## config.mk

```make
export PLATFORM = sky130hd
export DESIGN_NAME = mem_uart_streamer_flat
export DESIGN_NICKNAME = d
export VERILOG_FILES = /design/src/rtl/mem_uart_streamer_if.sv /design/src/rtl/mem_uart_streamer.sv /design/src/flat_wrapper.sv
export SDC_FILE = /design/constraint.sdc
export NUM_CORES = 1
export LEC_CHECK = 0
export BUFFER_PORTS_ARGS = -buffer_cell sky130_fd_sc_hd__buf_2
export CAP_MARGIN = 20
export CELL_PAD_IN_SITES_DETAIL_PLACEMENT = 2
export CELL_PAD_IN_SITES_GLOBAL_PLACEMENT = 2
export CORE_AREA = 2 2 95 97
export CTS_CLUSTER_SIZE = 10
export DETAILED_ROUTE_END_ITERATION = 8
export DIE_AREA = 0 0 97 99
export PLACE_DENSITY_LB_ADDON = 0.1
export SLEW_MARGIN = 15
export SYNTH_ARGS = -nofsm -noshare
export SYNTH_HDL_FRONTEND = slang
export SYNTH_SLANG_ARGS = --single-unit
export TNS_END_PERCENT = 30
```

## constraint.sdc

```tcl
create_clock -name clk -period 3.85 [get_ports clk]
set_input_delay 0.1925 -clock clk [delete_from_list [all_inputs] [get_ports clk]]
set_output_delay 0.1925 -clock clk [all_outputs]
set_load 0.02 [all_outputs]
```

## src/rtl/mem_uart_streamer_if.sv

```systemverilog
// mem_uart_streamer_if: RAM read port plus UART transmitter ready/start handshake.
interface mem_uart_streamer_if #(
  parameter int MEM_WORD_LENGTH = 12,
  parameter int MEM_ADDR_LENGTH = 12,
  parameter int UART_WIDTH      = 8
);
  logic [MEM_ADDR_LENGTH-1:0] mem_address;
  logic [MEM_WORD_LENGTH-1:0] dataFromMem;
  logic                       txByteReady;
  logic                       uartTxStart;
  logic [UART_WIDTH-1:0]      byteToUart;
  modport master (
    output mem_address, uartTxStart, byteToUart,
    input  dataFromMem, txByteReady
  );
  modport slave (
    input  mem_address, uartTxStart, byteToUart,
    output dataFromMem, txByteReady
  );
endinterface

```

## src/rtl/mem_uart_streamer.sv

```systemverilog
// mem_uart_streamer: walks an inclusive RAM address range and sends each word LSB byte first to the UART.
module mem_uart_streamer #(
  parameter int MEM_WORD_LENGTH = 12,
  parameter int MEM_ADDR_LENGTH = 12,
  parameter int UART_WIDTH      = 8
) (
  input  logic                       clk,
  input  logic                       rstN,
  input  logic                       txStartN,
  input  logic [MEM_ADDR_LENGTH-1:0] start_addr,
  input  logic [MEM_ADDR_LENGTH-1:0] end_addr,
  mem_uart_streamer_if.master        bus,
  output logic                       busy,
  output logic                       done
);
  localparam int NBYTES = (MEM_WORD_LENGTH + UART_WIDTH - 1) / UART_WIDTH;
  localparam int SW     = NBYTES * UART_WIDTH;
  localparam int CW     = NBYTES > 1 ? $clog2(NBYTES) : 1;

  typedef enum logic [2:0] {IDLE, READ, LOAD, SEND, WAIT_LOW, WAIT_HIGH, FINISH} state_t;

  state_t                     state, next;
  logic [MEM_ADDR_LENGTH-1:0] last;
  logic [SW-1:0]              shift;
  logic [CW-1:0]              count;
  logic                       last_byte, last_word;

  assign last_byte = count == CW'(NBYTES - 1);
  assign last_word = bus.mem_address == last;

  always_ff @(posedge clk)
    if (!rstN) state <= IDLE;
    else       state <= next;

  always_comb begin
    next = state;
    case (state)
      IDLE:      next = txStartN ? IDLE : (end_addr < start_addr ? FINISH : READ);
      READ:      next = LOAD;
      LOAD:      next = SEND;
      SEND:      next = bus.txByteReady ? WAIT_LOW : SEND;
      WAIT_LOW:  next = bus.txByteReady ? WAIT_LOW : WAIT_HIGH;
      WAIT_HIGH: next = !bus.txByteReady ? WAIT_HIGH : !last_byte ? SEND : last_word ? FINISH : READ;
      FINISH:    next = IDLE;
      default:   next = IDLE;
    endcase
  end

  // mem_address is loaded on the start edge so the registered RAM output is ready for LOAD
  always_ff @(posedge clk) begin
    if (!rstN) begin
      bus.mem_address <= '0;
      bus.uartTxStart <= 1'b0;
      bus.byteToUart  <= '0;
      busy            <= 1'b0;
      done            <= 1'b0;
      last            <= '0;
      shift           <= '0;
      count           <= '0;
    end else begin
      bus.uartTxStart <= 1'b0;
      done            <= 1'b0;
      case (state)
        IDLE: if (!txStartN) begin
          busy <= 1'b1;
          last <= end_addr;
          if (!(end_addr < start_addr)) bus.mem_address <= start_addr;
        end
        LOAD: begin
          shift <= SW'(bus.dataFromMem);
          count <= '0;
        end
        SEND: if (bus.txByteReady) begin
          bus.uartTxStart <= 1'b1;
          bus.byteToUart  <= shift[UART_WIDTH-1:0];
          shift           <= shift >> UART_WIDTH;
        end
        WAIT_HIGH: if (bus.txByteReady) begin
          if (!last_byte) count <= count + 1'b1;
          else if (!last_word) bus.mem_address <= bus.mem_address + 1'b1;
        end
        FINISH: begin
          done <= 1'b1;
          busy <= 1'b0;
        end
        default: ;
      endcase
    end
  end
endmodule

```

## src/flat_wrapper.sv

```systemverilog
// flat-port wrapper written by rule: the top's interface ports become plain ports
module mem_uart_streamer_flat 
#(
  parameter int MEM_WORD_LENGTH = 12,
  parameter int MEM_ADDR_LENGTH = 12,
  parameter int UART_WIDTH      = 8
)
  (clk, rstN, txStartN, start_addr, end_addr, busy, done, bus_mem_address, bus_uartTxStart, bus_byteToUart, bus_dataFromMem, bus_txByteReady);
  mem_uart_streamer_if #(.MEM_WORD_LENGTH(MEM_WORD_LENGTH), .MEM_ADDR_LENGTH(MEM_ADDR_LENGTH), .UART_WIDTH(UART_WIDTH)) bus_i ();
  input  logic clk;
  input  logic rstN;
  input  logic txStartN;
  input  logic [MEM_ADDR_LENGTH-1:0] start_addr;
  input  logic [MEM_ADDR_LENGTH-1:0] end_addr;
  output logic busy;
  output logic done;
  output wire logic [$bits(bus_i.mem_address)-1:0] bus_mem_address;
  output wire logic [$bits(bus_i.uartTxStart)-1:0] bus_uartTxStart;
  output wire logic [$bits(bus_i.byteToUart)-1:0] bus_byteToUart;
  input wire logic [$bits(bus_i.dataFromMem)-1:0] bus_dataFromMem;
  input wire logic [$bits(bus_i.txByteReady)-1:0] bus_txByteReady;
  assign bus_mem_address = bus_i.mem_address;
  assign bus_uartTxStart = bus_i.uartTxStart;
  assign bus_byteToUart = bus_i.byteToUart;
  assign bus_i.dataFromMem = bus_dataFromMem;
  assign bus_i.txByteReady = bus_txByteReady;
  mem_uart_streamer #(.MEM_WORD_LENGTH(MEM_WORD_LENGTH), .MEM_ADDR_LENGTH(MEM_ADDR_LENGTH), .UART_WIDTH(UART_WIDTH)) u_core (.clk(clk), .rstN(rstN), .txStartN(txStartN), .start_addr(start_addr), .end_addr(end_addr), .bus(bus_i), .busy(busy), .done(done));
endmodule
```

* Word-level counts from Yosys, hierarchy flattened
Cells that the tools add are included.
Word-level totals: input port bits 40, output and inout bits 23, flip-flop bits (word level) 55
Cells by class: mux-type cells 23, reduce and logical (&&, ||, !) cells 12, bitwise gates (word level) 1, equality and inequality tests 13, $lt $le $gt $ge 1, add/sub/neg operators 2
Operators with widths (count):
- two-way mux 12 bit | 5
- case mux 16 bit (2 select lines) | 1
- case mux 12 bit (2 select lines) | 1
- two-way mux 3 bit | 6
- case mux 3 bit (6 select lines) | 1
- two-way mux 16 bit | 1
- adder 12 x 1 -> 12 bit, second input constant | 1
- equality test 12 bit | 1
- < comparator 12 bit | 1
- AND reduction 2 bit | 6
- inequality test 2 bit, second input constant | 5
- equality test 3 bit, second input constant | 3
- nonzero test 2 bit | 4
- equality test 3 x 2 -> 1 bit, second input constant | 2
- two-way mux 1 bit | 6
- AND reduction 6 bit | 1
- case mux 1 bit (2 select lines) | 2
- equality test 3 x 1 -> 1 bit, second input constant | 1
- zero test 3 bit | 1
- inequality test 2 x 1 -> 1 bit, second input constant | 1
- adder 1 bit, second input constant | 1
- NOT 1 bit | 1

* Logic depth before layout (Yosys ltp)
depth after elaboration 5, gate-level depth with buffers 9, mapped depth without buffers 8

* Least setup slack after synthesis
OpenSTA, ideal clock, no wires.
kind flip-flop to flip-flop, start register u_core.bus.mem_address[0], end register u_core.bus.mem_address[10], cell stages (with the launch flop) 8, data required time 3.709 ns, setup slack 2.006 ns, path buffers 1, library setup time 0.141 ns, arrival time 1.703 ns, path through dfxtp_1 -> xor2_1 -> nor4_1 -> nand3_1 -> and4_1 -> nor2_2 -> buf_6 -> o32ai_2
On the way: longest elaborated chain between the ends 5, elaborated cells between the ends (all ways) 8
Ends and longest elaborated chain:
- start, declared | RTL line mem_uart_streamer_if.sv:13 | output mem_address, uartTxStart, byteToUart,
- start signal, assigned | RTL line mem_uart_streamer.sv:67 | if (!(end_addr < start_addr)) bus.mem_address <= start_addr;
- start signal, assigned | RTL line mem_uart_streamer.sv:80 | else if (!last_word) bus.mem_address <= bus.mem_address + 1'b1;
- adder 12 x 1 -> 12 bit | RTL line mem_uart_streamer.sv:80
- two-way mux 12 bit | RTL line mem_uart_streamer.sv:80
- two-way mux 12 bit | RTL line mem_uart_streamer.sv:79 | if (!last_byte) count <= count + 1'b1;
- two-way mux 12 bit | RTL line mem_uart_streamer.sv:78 | WAIT_HIGH: if (bus.txByteReady) begin
- case mux 12 bit (2 select lines) | RTL line mem_uart_streamer.sv:63 | case (state)
Parallel ways exist; a longest one is shown, timed or not. The select of a mux whose other input is x is not followed. A chain may end at the register's enable or synchronous reset.

* Worst setup path in the final report
start register u_core.state[0], end register u_core.bus.mem_address[8]
On the way: longest elaborated chain between the ends 3, elaborated cells between the ends (all ways) 10
Ends and longest elaborated chain:
- start, declared | RTL line mem_uart_streamer.sv:22 | state_t state, next;
- start signal, assigned | RTL line mem_uart_streamer.sv:33 | else state <= next;
- equality test 3 bit / zero test 3 bit (equally long branches) | RTL line mem_uart_streamer.sv:63
- inequality test 2 x 1 -> 1 bit (no source line), or another cell as far along
- AND reduction 6 bit (no source line)
Parallel ways exist; a longest one is shown, timed or not.

==> results_dict.tcl <==
set metrics [dict create \
    p_clk_share_pct 23.3 \
    rsz0062_at_grt "no" \
    fp-row-count 34 \
    routed_wl_mm 9.19 \
    clkSinkCount 51 \
    avgSynthCellArea_um2 7.83 \
    cts_buffers 5 \
    synth_nets 405 \
    grt_pass1_wl_mm 15.3 \
    synth_top_family_by_area "simple AND/OR/NAND/NOR gates" \
    cp-end-kind "flip-flop" \
    fin_crit_sh_pct 67.6 \
    leakage_nw 1.41 \
    initial_core_util_pct 32.3 \
    clkSlewWorstSetupHoldPaths_ns 0.10 \
    synth_compound_area_share_pct 23.0 \
    grt_pass1_vias 2922 \
    fill_cells 1040 \
    fin_util_pct 38.0 \
    fin_skew_ns 0.00457 \
    finalHoldViolCount 0 \
    clock_latency_ns 0.31 \
    period_needed_ns 2.60 \
    nNetsFinal 455 \
    synth_top_cell_by_area "dfxtp_1" \
    postCtsHoldBufs 0 \
    multiInputGateArea_um2 1580 \
    synth_area_um2 2760 \
    dp_cells 504 \
    p_per_area_nw_per_um2 544 \
    power_frac_comb_pct 34.3 \
    drcViolationCount 0 \
    dp_hpwl_mm 6.91 \
    fin_cells 512 \
    fp.dieH_um 99 \
    worstPathMaxFanout 13 \
    status "complete, no violations" \
    worstPathRequired_ns 4.03 \
    ys_async_sr_fraction_pct 0 \
    setup_viol 0 \
    htreeDepth 2 \
    port_buffers 62 \
    cts_tree "yes" \
    switchingPower_uw 700 \
    slew_headroom_pct 48.9 \
    grt.overflow.total 0 \
    holdCritPathClass "input pin to flip-flop" \
    final_antenna_net_count 0 \
    grt_max_degree 27 \
    place_congestion 0.757 \
    intPower_mw 1.07 \
    antenna_found_initial 0 \
    n_antenna_cell 0 \
    criticalPathCategory "flip-flop to flip-flop" \
    drive_above_1_share_pct 22.0 \
    synthFlopType "dfxtp_1" \
    clock_tree.buffer_depth 2 \
    die-area_um2 9600 \
    regArea_um2 1020 \
    drt_iter0_markers 74 \
    start_kind "flip-flop" \
    max_clock_freq_ghz 0.384 \
    grt_usage_pct 19.7 \
    cts_resized 0 \
    synthTopCellsByArea "dfxtp_1 (37%), nand2_1 (11%), a21oi_1 (7.6%)" \
    coreArea_um2 8550 \
    routed_via_density 5.33 \
    synthAdderAreaFrac_pct 5.43 \
    setup_tns_ns 0 \
    ios 63 \
    synth_enable_flop_cells 0 \
    worst_pin_slew_ns 0.758 \
    area_growth_pct 17.7 \
    wl_per_cell_um 17.9 \
    cts_root_buf "clkbuf_8" \
    synthMuxAreaShare_pct 0 \
    synth_xor_area_share_pct 3.80 \
    yosysWarnings 0 \
    netlist.area_leader.share_pct 37.0 \
    ys_types 42 \
    slew_viol_final 0 \
    synth_seq_area_share_pct 37.0 \
    arrival_ns 2.79 \
    sw_frac_of_total_pct 39.6 \
    cap_viol_max_count 0 \
    vdd_drop_max_uv 207 \
    vias 2730 \
    drt_pass1_iterations 4 \
    dieWidth_um 97 \
    synthSimpleGateAreaFrac_pct 24.9 \
    netlist_instances 353 \
    cts_setup_buffers 0 \
    seq_power_share_pct 42.4 \
    ys_seq_elements 51 \
]
cell families (layout without fill, tap and decap cells):
logic type,Yosys count,count (layout)
and+or+nand+nor,157,157
AOI/OAI and AO/OA,85,85
DFF,51,51
buffers and inverters,36,87
adders and majority gates,12,12
xor gates and xnor gates,12,12
synth_stat cells, drive strengths merged, types with 4 or more instances:
master,instances
nand3,10
xor2,12
nor4,7
a21oi,42
nor2,30
clkbuf,15
nand2,83
dfxtp,51
o32ai,8
a22oi,11
buf,8
inv,13
nor3,8
nand4,5
a311oi,4
a31oi,5
ha,12
worst max-delay path, cell delays in order, from the launching register on:
cell and delay, ns:
dfxtp_1 0.63, inv_1 0.19, nor3b_1 0.25, buf_4 0.25
nand4_1 0.58, a22oi_1 0.43, o32ai_2 0.12
layout by cell type, fill, tap and decap left out, drive strengths merged, types with 2 or more instances in the layout:
master and instances:
nand3 10, buf 66, clkbuf 6, and2 2, nor3b 3, a22oi 11
a31oi 5, nor2b 2, nor2 30, inv 13, o32ai 8, xor2 12
nand2 83, ha 12, o22ai 3, and3 3, dfxtp 51, a311oi 4
a21oi 42, nand4 5, nor4 7, nor3 8
per-stage QoR:
step / hold slack [ns] / total power, mW / worst slack, ns / instance area [um2]
3_5_place_dp: 0.444 / 1.38 / 1.22 / 3130
3_3_place_gp: 0.442 / 1.35 / 1.31 / 3130
6_report: 0.108 / 1.77 / 1.25 / 3250
4_1_cts: 0.0997 / 1.79 / 1.29 / 3250
2_1_floorplan: 0.328 / 1.19 / 2.01 / 2760
5_1_grt: 0.114 / 1.90 / 1.06 / 3250
final timing paths:
check / depth (start not counted) / start / to / slack, ns
max reg2reg: 6 / u_core.state[0]$_SDFF_PN0_ / u_core.bus.mem_address[8]$_SDFFE_PN0P_ / 1.25
min reg2reg: 2 / u_core.bus.byteToUart[3]$_SDFFE_PN0P_ / u_core.bus.byteToUart[3]$_SDFFE_PN0P_ / 0.46
max: 6 / u_core.state[0]$_SDFF_PN0_ / u_core.bus.mem_address[8]$_SDFFE_PN0P_ / 1.25
min: 3 / bus_dataFromMem[10] / u_core.shift[10]$_SDFFE_PN0P_ / 0.11
routing by layer:
metal	routed length (um)	GRT usage [%]
met1	4320	26.5
met2	4500	34.1
met3	288	2.41
met4	88	4.55
met5	0	0
sequential cells by signal (all words and copies together) (netlist names):
name	count
u_core.count	1
u_core.last	12
u_core.shift	12
u_core.bus.byteToUart	8
u_core.bus.mem_address	12
u_core.busy	1
u_core.bus.uartTxStart	1
u_core.state	3
u_core.done	1
power by group through the flow:
stage          logic (mW)  clock network, mW  registers (mW)
2_1_floorplan       0.458                  0           0.731
6_report            0.606              0.412           0.750
5_1_grt             0.683              0.446           0.770
3_5_place_dp        0.614                  0           0.762
3_3_place_gp        0.591                  0           0.756
4_1_cts             0.617              0.425           0.750
layout make-up:
type,instances,share of cell area [%]
repair buffers,66,10.5
multi-input cells,266,48.7
clock buffers,6,2.54
flip-flops and latches,51,31.4
clock inverters,2,1.19
well taps,108,4.16
inverters,13,1.50
No activity file was read; power rests on OpenSTA's default activity.
